--- config.mk ---
export PLATFORM = sky130hd
export DESIGN_NAME = in_fifo_sc
export DESIGN_NICKNAME = d
export VERILOG_FILES = /design/src/rtl/in_fifo_sc.sv
export SDC_FILE = /design/constraint.sdc
export NUM_CORES = 1
export LEC_CHECK = 0
export ABC_AREA = 1
export ABC_CLOCK_PERIOD_IN_PS = 4750
export CORE_UTILIZATION = 43
export CTS_CLUSTER_DIAMETER = 200
export DETAILED_ROUTE_END_ITERATION = 8
export PLACE_DENSITY_LB_ADDON = 0.25
export SKIP_LAST_GASP = 1
export SLEW_MARGIN = 20
export SYNTH_ARGS = -nofsm -noshare
export SYNTH_HDL_FRONTEND = slang
export SYNTH_SLANG_ARGS = --single-unit
--- constraint.sdc ---
create_clock -name CLK -period 4.75 [get_ports CLK]
set_input_delay 0.95 -clock CLK [delete_from_list [all_inputs] [get_ports CLK]]
set_output_delay 0.95 -clock CLK [all_outputs]
set_load 0.01 [all_outputs]
--- src/rtl/in_fifo_sc.sv ---
// Single-clock 10-lane input FIFO: captures nibble lane data, optionally packs two
// nibbles per byte entry, and presents registered byte-wide lane data with level flags.
module in_fifo_sc #(
  parameter string ARRAY_MODE         = "ARRAY_MODE_4_X_8",
  parameter int    FIFO_DEPTH         = 8,
  parameter int    ALMOST_EMPTY_VALUE = 1,
  parameter int    ALMOST_FULL_VALUE  = 1
) (
  input  logic       CLK,
  input  logic       RESET,
  input  logic       WREN,
  input  logic       RDEN,
  input  logic [3:0] D0,
  input  logic [3:0] D1,
  input  logic [3:0] D2,
  input  logic [3:0] D3,
  input  logic [3:0] D4,
  input  logic [7:0] D5,
  input  logic [7:0] D6,
  input  logic [3:0] D7,
  input  logic [3:0] D8,
  input  logic [3:0] D9,
  output logic [7:0] Q0,
  output logic [7:0] Q1,
  output logic [7:0] Q2,
  output logic [7:0] Q3,
  output logic [7:0] Q4,
  output logic [7:0] Q5,
  output logic [7:0] Q6,
  output logic [7:0] Q7,
  output logic [7:0] Q8,
  output logic [7:0] Q9,
  output logic       EMPTY,
  output logic       FULL,
  output logic       ALMOSTEMPTY,
  output logic       ALMOSTFULL
);

  localparam bit PACK = (ARRAY_MODE == "ARRAY_MODE_4_X_8");
  localparam int AW   = $clog2(FIFO_DEPTH);
  localparam int CW   = AW + 1;
  localparam logic [CW-1:0] FULL_LVL = CW'(FIFO_DEPTH);
  localparam logic [CW-1:0] AE_LVL   = CW'(ALMOST_EMPTY_VALUE);
  localparam logic [CW-1:0] AF_LVL   = CW'(FIFO_DEPTH - ALMOST_FULL_VALUE);

  typedef enum logic {LO = 1'b0, HI = 1'b1} phase_t;

  phase_t        phase;
  logic [3:0]    hold [10];
  logic [7:0]    din [10];
  logic [79:0]   wdata_p0;
  logic [79:0]   mem [FIFO_DEPTH];
  logic [79:0]   q_p1;
  logic [AW-1:0] wr_ptr;
  logic [AW-1:0] rd_ptr;
  logic [CW-1:0] count;
  logic          push_try;
  logic          push;
  logic          pop;

  // Only lanes 5/6 carry a full byte; the rest are zero-extended nibbles.
  assign din[0] = {4'h0, D0};
  assign din[1] = {4'h0, D1};
  assign din[2] = {4'h0, D2};
  assign din[3] = {4'h0, D3};
  assign din[4] = {4'h0, D4};
  assign din[5] = D5;
  assign din[6] = D6;
  assign din[7] = {4'h0, D7};
  assign din[8] = {4'h0, D8};
  assign din[9] = {4'h0, D9};

  // ---- stage p0: write entry assembly and push/pop qualification ----
  always_comb begin
    wdata_p0 = '0;
    for (int i = 0; i < 10; i++) begin
      if (PACK) wdata_p0[i*8 +: 8] = {din[i][3:0], hold[i]};
      else      wdata_p0[i*8 +: 8] = din[i];
    end
  end

  assign push_try = WREN && (!PACK || (phase == HI));
  assign push     = push_try && !FULL;
  assign pop      = RDEN && !EMPTY;

  always_ff @(posedge CLK) begin
    if (RESET) begin
      wr_ptr <= '0;
      rd_ptr <= '0;
      count  <= '0;
      phase  <= LO;
      for (int i = 0; i < 10; i++) hold[i] <= 4'h0;
    end else begin
      if (push) wr_ptr <= wr_ptr + 1'b1;
      if (pop)  rd_ptr <= rd_ptr + 1'b1;
      case ({push, pop})
        2'b10:   count <= count + 1'b1;
        2'b01:   count <= count - 1'b1;
        default: count <= count;
      endcase
      // A blocked high-nibble write leaves the held low nibble waiting in HI.
      if (PACK && WREN) begin
        if (phase == LO) begin
          for (int i = 0; i < 10; i++) hold[i] <= din[i][3:0];
          phase <= HI;
        end else if (push) begin
          phase <= LO;
        end
      end
    end
  end

  always_ff @(posedge CLK) begin
    if (push) mem[wr_ptr] <= wdata_p0;
  end

  // ---- stage p1: registered read data ----
  always_ff @(posedge CLK) begin
    if (RESET)    q_p1 <= '0;
    else if (pop) q_p1 <= mem[rd_ptr];
  end

  assign Q0 = q_p1[ 7: 0];
  assign Q1 = q_p1[15: 8];
  assign Q2 = q_p1[23:16];
  assign Q3 = q_p1[31:24];
  assign Q4 = q_p1[39:32];
  assign Q5 = q_p1[47:40];
  assign Q6 = q_p1[55:48];
  assign Q7 = q_p1[63:56];
  assign Q8 = q_p1[71:64];
  assign Q9 = q_p1[79:72];

  assign EMPTY       = (count == '0);
  assign FULL        = (count == FULL_LVL);
  assign ALMOSTEMPTY = (count <= AE_LVL);
  assign ALMOSTFULL  = (count >= AF_LVL);

endmodule
==> impl_metrics.ini, run 1 <==
[sta]
hold_viol = 0
maxSlewHeadroom_pct = 31.0
setup_viol = 0
finalCritPeriodShare_pct = 63.3
slew_violations = 0
period_needed_ns = 3.01
fin_skew_ns = 0.0298
worst_slack_ns = 1.74
whs_ns = 0.499
rsz0062_at_grt = false
fmax_mhz = 333
setup-tns-final_ns = 0
tightest_slew_ns = 1.03

[worst_hold_path]
min_path_type = reg -> reg
holdPathStages = 2
min-delay-start = wr_ptr[0]$_SDFFE_PP0P_
hold-path-endpoint = wr_ptr[0]$_SDFFE_PP0P_

[global_routing]
antenna_found_initial = 0
grt_max_degree = 167
grt_first_pass_wirelength_um = 109000
grt_pass1_vias = 19229
grt_overflow = 0
grt_use_total_pct = 18.8

[drt]
ant_nets = 0
wl_per_cell_um = 16.6
drc_errors = 0
firstDrtPassIters = 5
viasPerCell = 4.77
drt-total-wl_um = 70100
vias = 20135
drt_first_iter_violations = 1240

[cts]
hold_buffers = 0
root_buffer = clkbuf_16
post-cts-setup-buffers = 0
h-tree-depth = 3
clk_pin_slew_worst_paths_ns = 0.06
cts_buffers = 81
cts_sinks = 771
insertion_delay_ns = 0.64
post_cts_resized = 0
cts_tree = yes
cts_buffer_depth = 3

[finish]
diodes = 0
areaGrowthSynthToFinish_pct = 14.7
drive_above_1_share_pct = 5.35
fin_nets = 3242

[setup_path]
r2r_cells = 8
arrival_ns = 2.06
cp-end-kind = output pin
path_max_fanout = 4
r2r_start = count[0]$_SDFFE_PP0P_
critPathRequiredTime_ns = 3.80
worstSetupPathType = reg -> out
start_kind = register
reg2reg_slack_ns = 1.98
r2r_end = mem[0][72]$_DFFE_PP_

[synth]
netlist.area_leader.share_pct = 63.4
synthDistinctLibCells = 26
synthFlopType = edfxtp_1
synth_area_per_cell_um2 = 10.4
synth.area.top_cells = edfxtp_1, nand2_1, inv_1
async_flop_share_pct = 0
yosysWarningCount = 0
syn_nets = 3151
synth_edf_count = 680
ys_seq_area_share_pct = 69.0
yosys.area.top_type = edfxtp_1
syn_inst = 3093
synth_top_cells_by_count = nand2_1, inv_1, edfxtp_1, nand3_1, dfxtp_1
ys_ff_latch = 771
synth_most_common_cell = nand2_1
syn-cell-area_um2 = 32200

[floorplan]
initial_utilization_pct = 43.4
die_h_um = 276
fp.dieArea_um2 = 76000
row_count = 100
dieWidth_um = 276
ioPinCount = 136
design.core.area_um2 = 74300

[pwr]
ir_worst_vdd_uv = 321
cellPowerDensity_nw_per_um2 = 508
power_w = 0.0188
p_leak_nw = 15.8

[place]
dp_hpwl_um = 34900
routabilityCongestion = 0.711
post-place-ws_ns = 1.24
port_buffers = 127

[run_status]
status = completed

[run]
drv_cap = 0
final cells by class:
type,count,area (um2)
Clock buffer,112,2280
Clock inverter,37,347
Fill cell,6546,37400
Inverter,703,2660
Multi-Input combinational cell,1466,6480
Sequential cell,771,22300
Tap cell,969,1210
Timing Repair Buffer,161,1740
power by group:
part	internal [W]	leakage [nW]	switching, W	total (W)
logic	0.00158	7.52	0.00280	0.00438
clock network	0.00363	1.29	0.00258	0.00622
registers	0.00781	6.99	0.000384	0.00819
total	0.0130	15.8	0.00577	0.0188
critical path, cell delays in order, from the launching register on:
cell and delay (ns):
dfxtp_1 0.34, inv_1 0.10, ha_1 0.24, nand3_1 0.15, inv_1 0.08, clkdlybuf4s50_1 0.53
metrics by stage:
stage | util (%) | std cells | cell area (um2)
after floorplan | - | 3093 | 32200
after global placement | 46.2 | 4070 | 34300
after detailed placement | 46.2 | 4070 | 34300
after CTS | 49.7 | 4219 | 37000
after global routing | 49.7 | 4219 | 37000
final | 49.7 | 4219 | 37000
how the worst max path moves through the flow:
stage	slack [ns]	endpoint	startpoint
after CTS	1.69	FULL	count[0]$_SDFFE_PP0P_
after global routing	1.62	FULL	count[1]$_SDFFE_PP0P_
after detailed placement	1.24	mem[0][77]$_DFFE_PP_	WREN
after floorplan	-0.38	mem[0][0]$_DFFE_PP_	WREN
final	1.74	FULL	count[0]$_SDFFE_PP0P_
after global placement	1.26	mem[0][77]$_DFFE_PP_	WREN
cells by family (layout without fill, tap and decap cells):
| kind of cell | Yosys count | count (layout) | synth area share (%) |
|---|---|---|---|
| AND/OR/NAND/NOR | 1282 | 1282 | 16.9 |
| XOR/XNOR | 1 | 1 | 0.0272 |
| flip-flops | 771 | 771 | 69.0 |
| buffers and inverters | 856 | 1013 | 11.1 |
| adder cells (fa/ha/maj) | 6 | 6 | 0.233 |
| AO/OA/AOI/OAI | 177 | 177 | 2.76 |
flip-flops by register name, summed over array words and instances (netlist names):
register,cells
q_p1,80
hold,40
count,4
rd_ptr,3
mem,640
wr_ptr,3
phase,1
layer usage:
metal | wire length (um) | track usage, %
met3 | 3510 | 2.74
met2 | 34000 | 32.3
met5 | 0 | 0
met4 | 1490 | 5.81
met1 | 31200 | 24.5
cells in the final DEF (no fill, tap or decap), drive strengths merged:
cell type / synthesis / final
xor2: 1 / 1
nor2: 57 / 57
clkbuf: 22 / 112
a21oi: 87 / 87
bufinv: 0 / 5
dfxtp: 91 / 91
clkdlybuf4s50: 0 / 127
inv: 703 / 706
clkinvlp: 0 / 2
ha: 6 / 6
o211ai: 1 / 1
nand2: 736 / 736
nor3: 3 / 3
buf: 131 / 34
nand3: 484 / 484
clkinv: 0 / 27
o21ai: 89 / 89
nand4: 2 / 2
edfxtp: 680 / 680
Note: power is estimated with default switching activity, not from simulation.
==> inputs of run 2 (changes only) <==
--- a/config.mk
+++ b/config.mk
@@ -6,7 +6,7 @@
 export NUM_CORES = 1
 export LEC_CHECK = 0
 export ABC_AREA = 1
-export ABC_CLOCK_PERIOD_IN_PS = 4750
+export ABC_CLOCK_PERIOD_IN_PS = 2710
 export CORE_UTILIZATION = 43
 export CTS_CLUSTER_DIAMETER = 200
 export DETAILED_ROUTE_END_ITERATION = 8
==> constraint.sdc (replaced) <==
create_clock -name CLK -period 2.71 [get_ports CLK]
set_input_delay 0.542 -clock CLK [delete_from_list [all_inputs] [get_ports CLK]]
set_output_delay 0.542 -clock CLK [all_outputs]
set_load 0.01 [all_outputs]
==> impl_metrics.ini, run 2 (synthesis gave the netlist of run 1 again) <==
[sta]
maxSlewHeadroom_pct = 38.1
rsz0062_at_grt = false
whs_ns = 0.518
worst_slack_ns = 0.166
slew_violations = 0
tightest_slew_ns = 0.928
period_needed_ns = 2.54
setup_viol = 0
hold_viol = 0
fin_skew_ns = 0.0306
setup-tns-final_ns = 0
fmax_mhz = 393
finalCritPeriodShare_pct = 93.9

[place]
dp_hpwl_um = 36800
routabilityCongestion = 0.726
place_inst = 4082
post-place-ws_ns = 0.213
port_buffers = 127

[pwr]
pwr-share-seq_pct = 42.8
switchingPower_w = 0.0102
power_frac_comb_pct = 25.0
ir_worst_vdd_uv = 820
switching_share_pct = 30.8
p_leak_nw = 15.9
clkPwrFrac_pct = 32.2
internal-power_w = 0.0228
cellPowerDensity_nw_per_um2 = 886

[finish]
drive_above_1_share_pct = 5.86
largest_register = mem
final_cell_mix = nand2_1, inv_1, edfxtp_1, nand3_1, clkdlybuf4s50_1
areaGrowthSynthToFinish_pct = 15.6
fin_nets = 3254
n_fill_cell = 6530
regArea_um2 = 22300
largest_reg_flops = 640
layout_commonest_cell = nand2_1
final_cells = 4231
multi_input_area_um2 = 6500
largestRegisters = mem (640), q_p1 (80), hold (40)

[cts]
cts_tree = yes
post-cts-setup-buffers = 0
cts_sinks = 771
post_cts_resized = 0
root_buffer = clkbuf_16
cts_buffer_depth = 3
h-tree-depth = 3
clk_pin_slew_worst_paths_ns = 0.06
cts_buffers = 81
hold_buffers = 0
insertion_delay_ns = 0.61

[drt]
firstDrtPassIters = 6
wl_per_cell_um = 16.7
drt-total-wl_um = 70700
ant_nets = 0
viasPerCell = 4.80
drt_first_iter_violations = 1296
vias = 20317
drc_errors = 0

[floorplan]
design.core.area_um2 = 74300
initial_utilization_pct = 43.4
die_h_um = 276
row_count = 100
ioPinCount = 136
dieWidth_um = 276
fp.dieArea_um2 = 76000

[setup_path]
crit_chain = inv_1 -> ha_2 -> nand3_1 -> inv_1 -> clkdlybuf4s50_1
arrival_ns = 2.00
critPathBufInv = 3
path_common_cell = inv_1
cp-end-kind = output pin
path_depth = 5
worstSetupPathType = reg -> out
critPathMaxStageDelay_ns = 0.54
start_kind = register
critical-path-top-delay-family = buffers and inverters
r2r_cells = 8
critPathRequiredTime_ns = 2.17
critical-path-slowest-cell = clkdlybuf4s50_1
path_max_fanout = 4

[global_routing]
grt_overflow = 0
grt_max_degree = 162
grt_first_pass_wirelength_um = 110000
grt_use_total_pct = 18.8
antenna_found_initial = 1
grt_pass1_vias = 19820

[run]
drv_cap = 0

[worst_hold_path]
min_path_type = reg -> reg
holdPathStages = 2

[run_status]
status = completed
==> run 2: cell types whose count changed in the layout (fill, tap and decap cells not counted), moves of 2 or more <==
cell | previous run | this run
dfxtp_1 | 88 | 86
clkinvlp_4 | 2 | 4
clkinv_1 | 11 | 7
buf_4 | 17 | 8
buf_12 | 17 | 38
inv_1 | 698 | 696
clkbuf_1 | 20 | 25
dfxtp_2 | 0 | 2
==> run 2: per-stage QoR <==
stage	power [W]	utilization, %	instance area, um2
finish	0.0330	50.1	37300
global route	0.0347	50.1	37300
CTS	0.0334	50.1	37300
detailed placement	0.0227	46.7	34700
global placement	0.0226	46.7	34700
floorplan	0.0198	-	32300
==> run 2: worst register-to-register path, stage by stage, from the launching register on <==
cell and delay (ns):
dfxtp_2 0.36, inv_1 0.08, ha_2 0.21, nand3_1 0.13
nand3_2 0.21, inv_2 0.15, nand2_4 0.11, nor2_4 0.32
buf_12 0.26
==> run 2: cell type report <==
class	count	area share (%)
clock buffer	115	6.05
clock inverter	33	0.776
inverter	703	7.13
timing repair buffer	173	5.61
antenna	1	0.00672
multi-input combinational	1466	17.4
sequential	771	59.7
tap	969	3.25
==> run 2: final timing paths <==
check	start	end	slack (ns)
hold / removal	count[0]$_SDFFE_PP0P_	count[0]$_SDFFE_PP0P_	0.52
setup reg to reg	count[0]$_SDFFE_PP0P_	mem[4][30]$_DFFE_PP_	0.56
setup / recovery	count[1]$_SDFFE_PP0P_	FULL	0.17
hold reg to reg	count[0]$_SDFFE_PP0P_	count[0]$_SDFFE_PP0P_	0.52
==> run 2: power groups by stage <==
stage,Combinational (W),Sequential [W],Clock [W]
after global placement,0.00827,0.0144,0
final,0.00824,0.0141,0.0106
after global routing,0.00914,0.0142,0.0113
after floorplan,0.00527,0.0145,0
after detailed placement,0.00835,0.0144,0
after CTS,0.00838,0.0141,0.0109
==> run 2: per-layer routing <==
metal	GRT usage (%)	up-vias	routed length, um
met4	6.61	0	1840
li1	-	10114	-
met1	24.3	9655	31200
met5	0	-	0
met3	2.83	120	3030
met2	32.2	428	34600
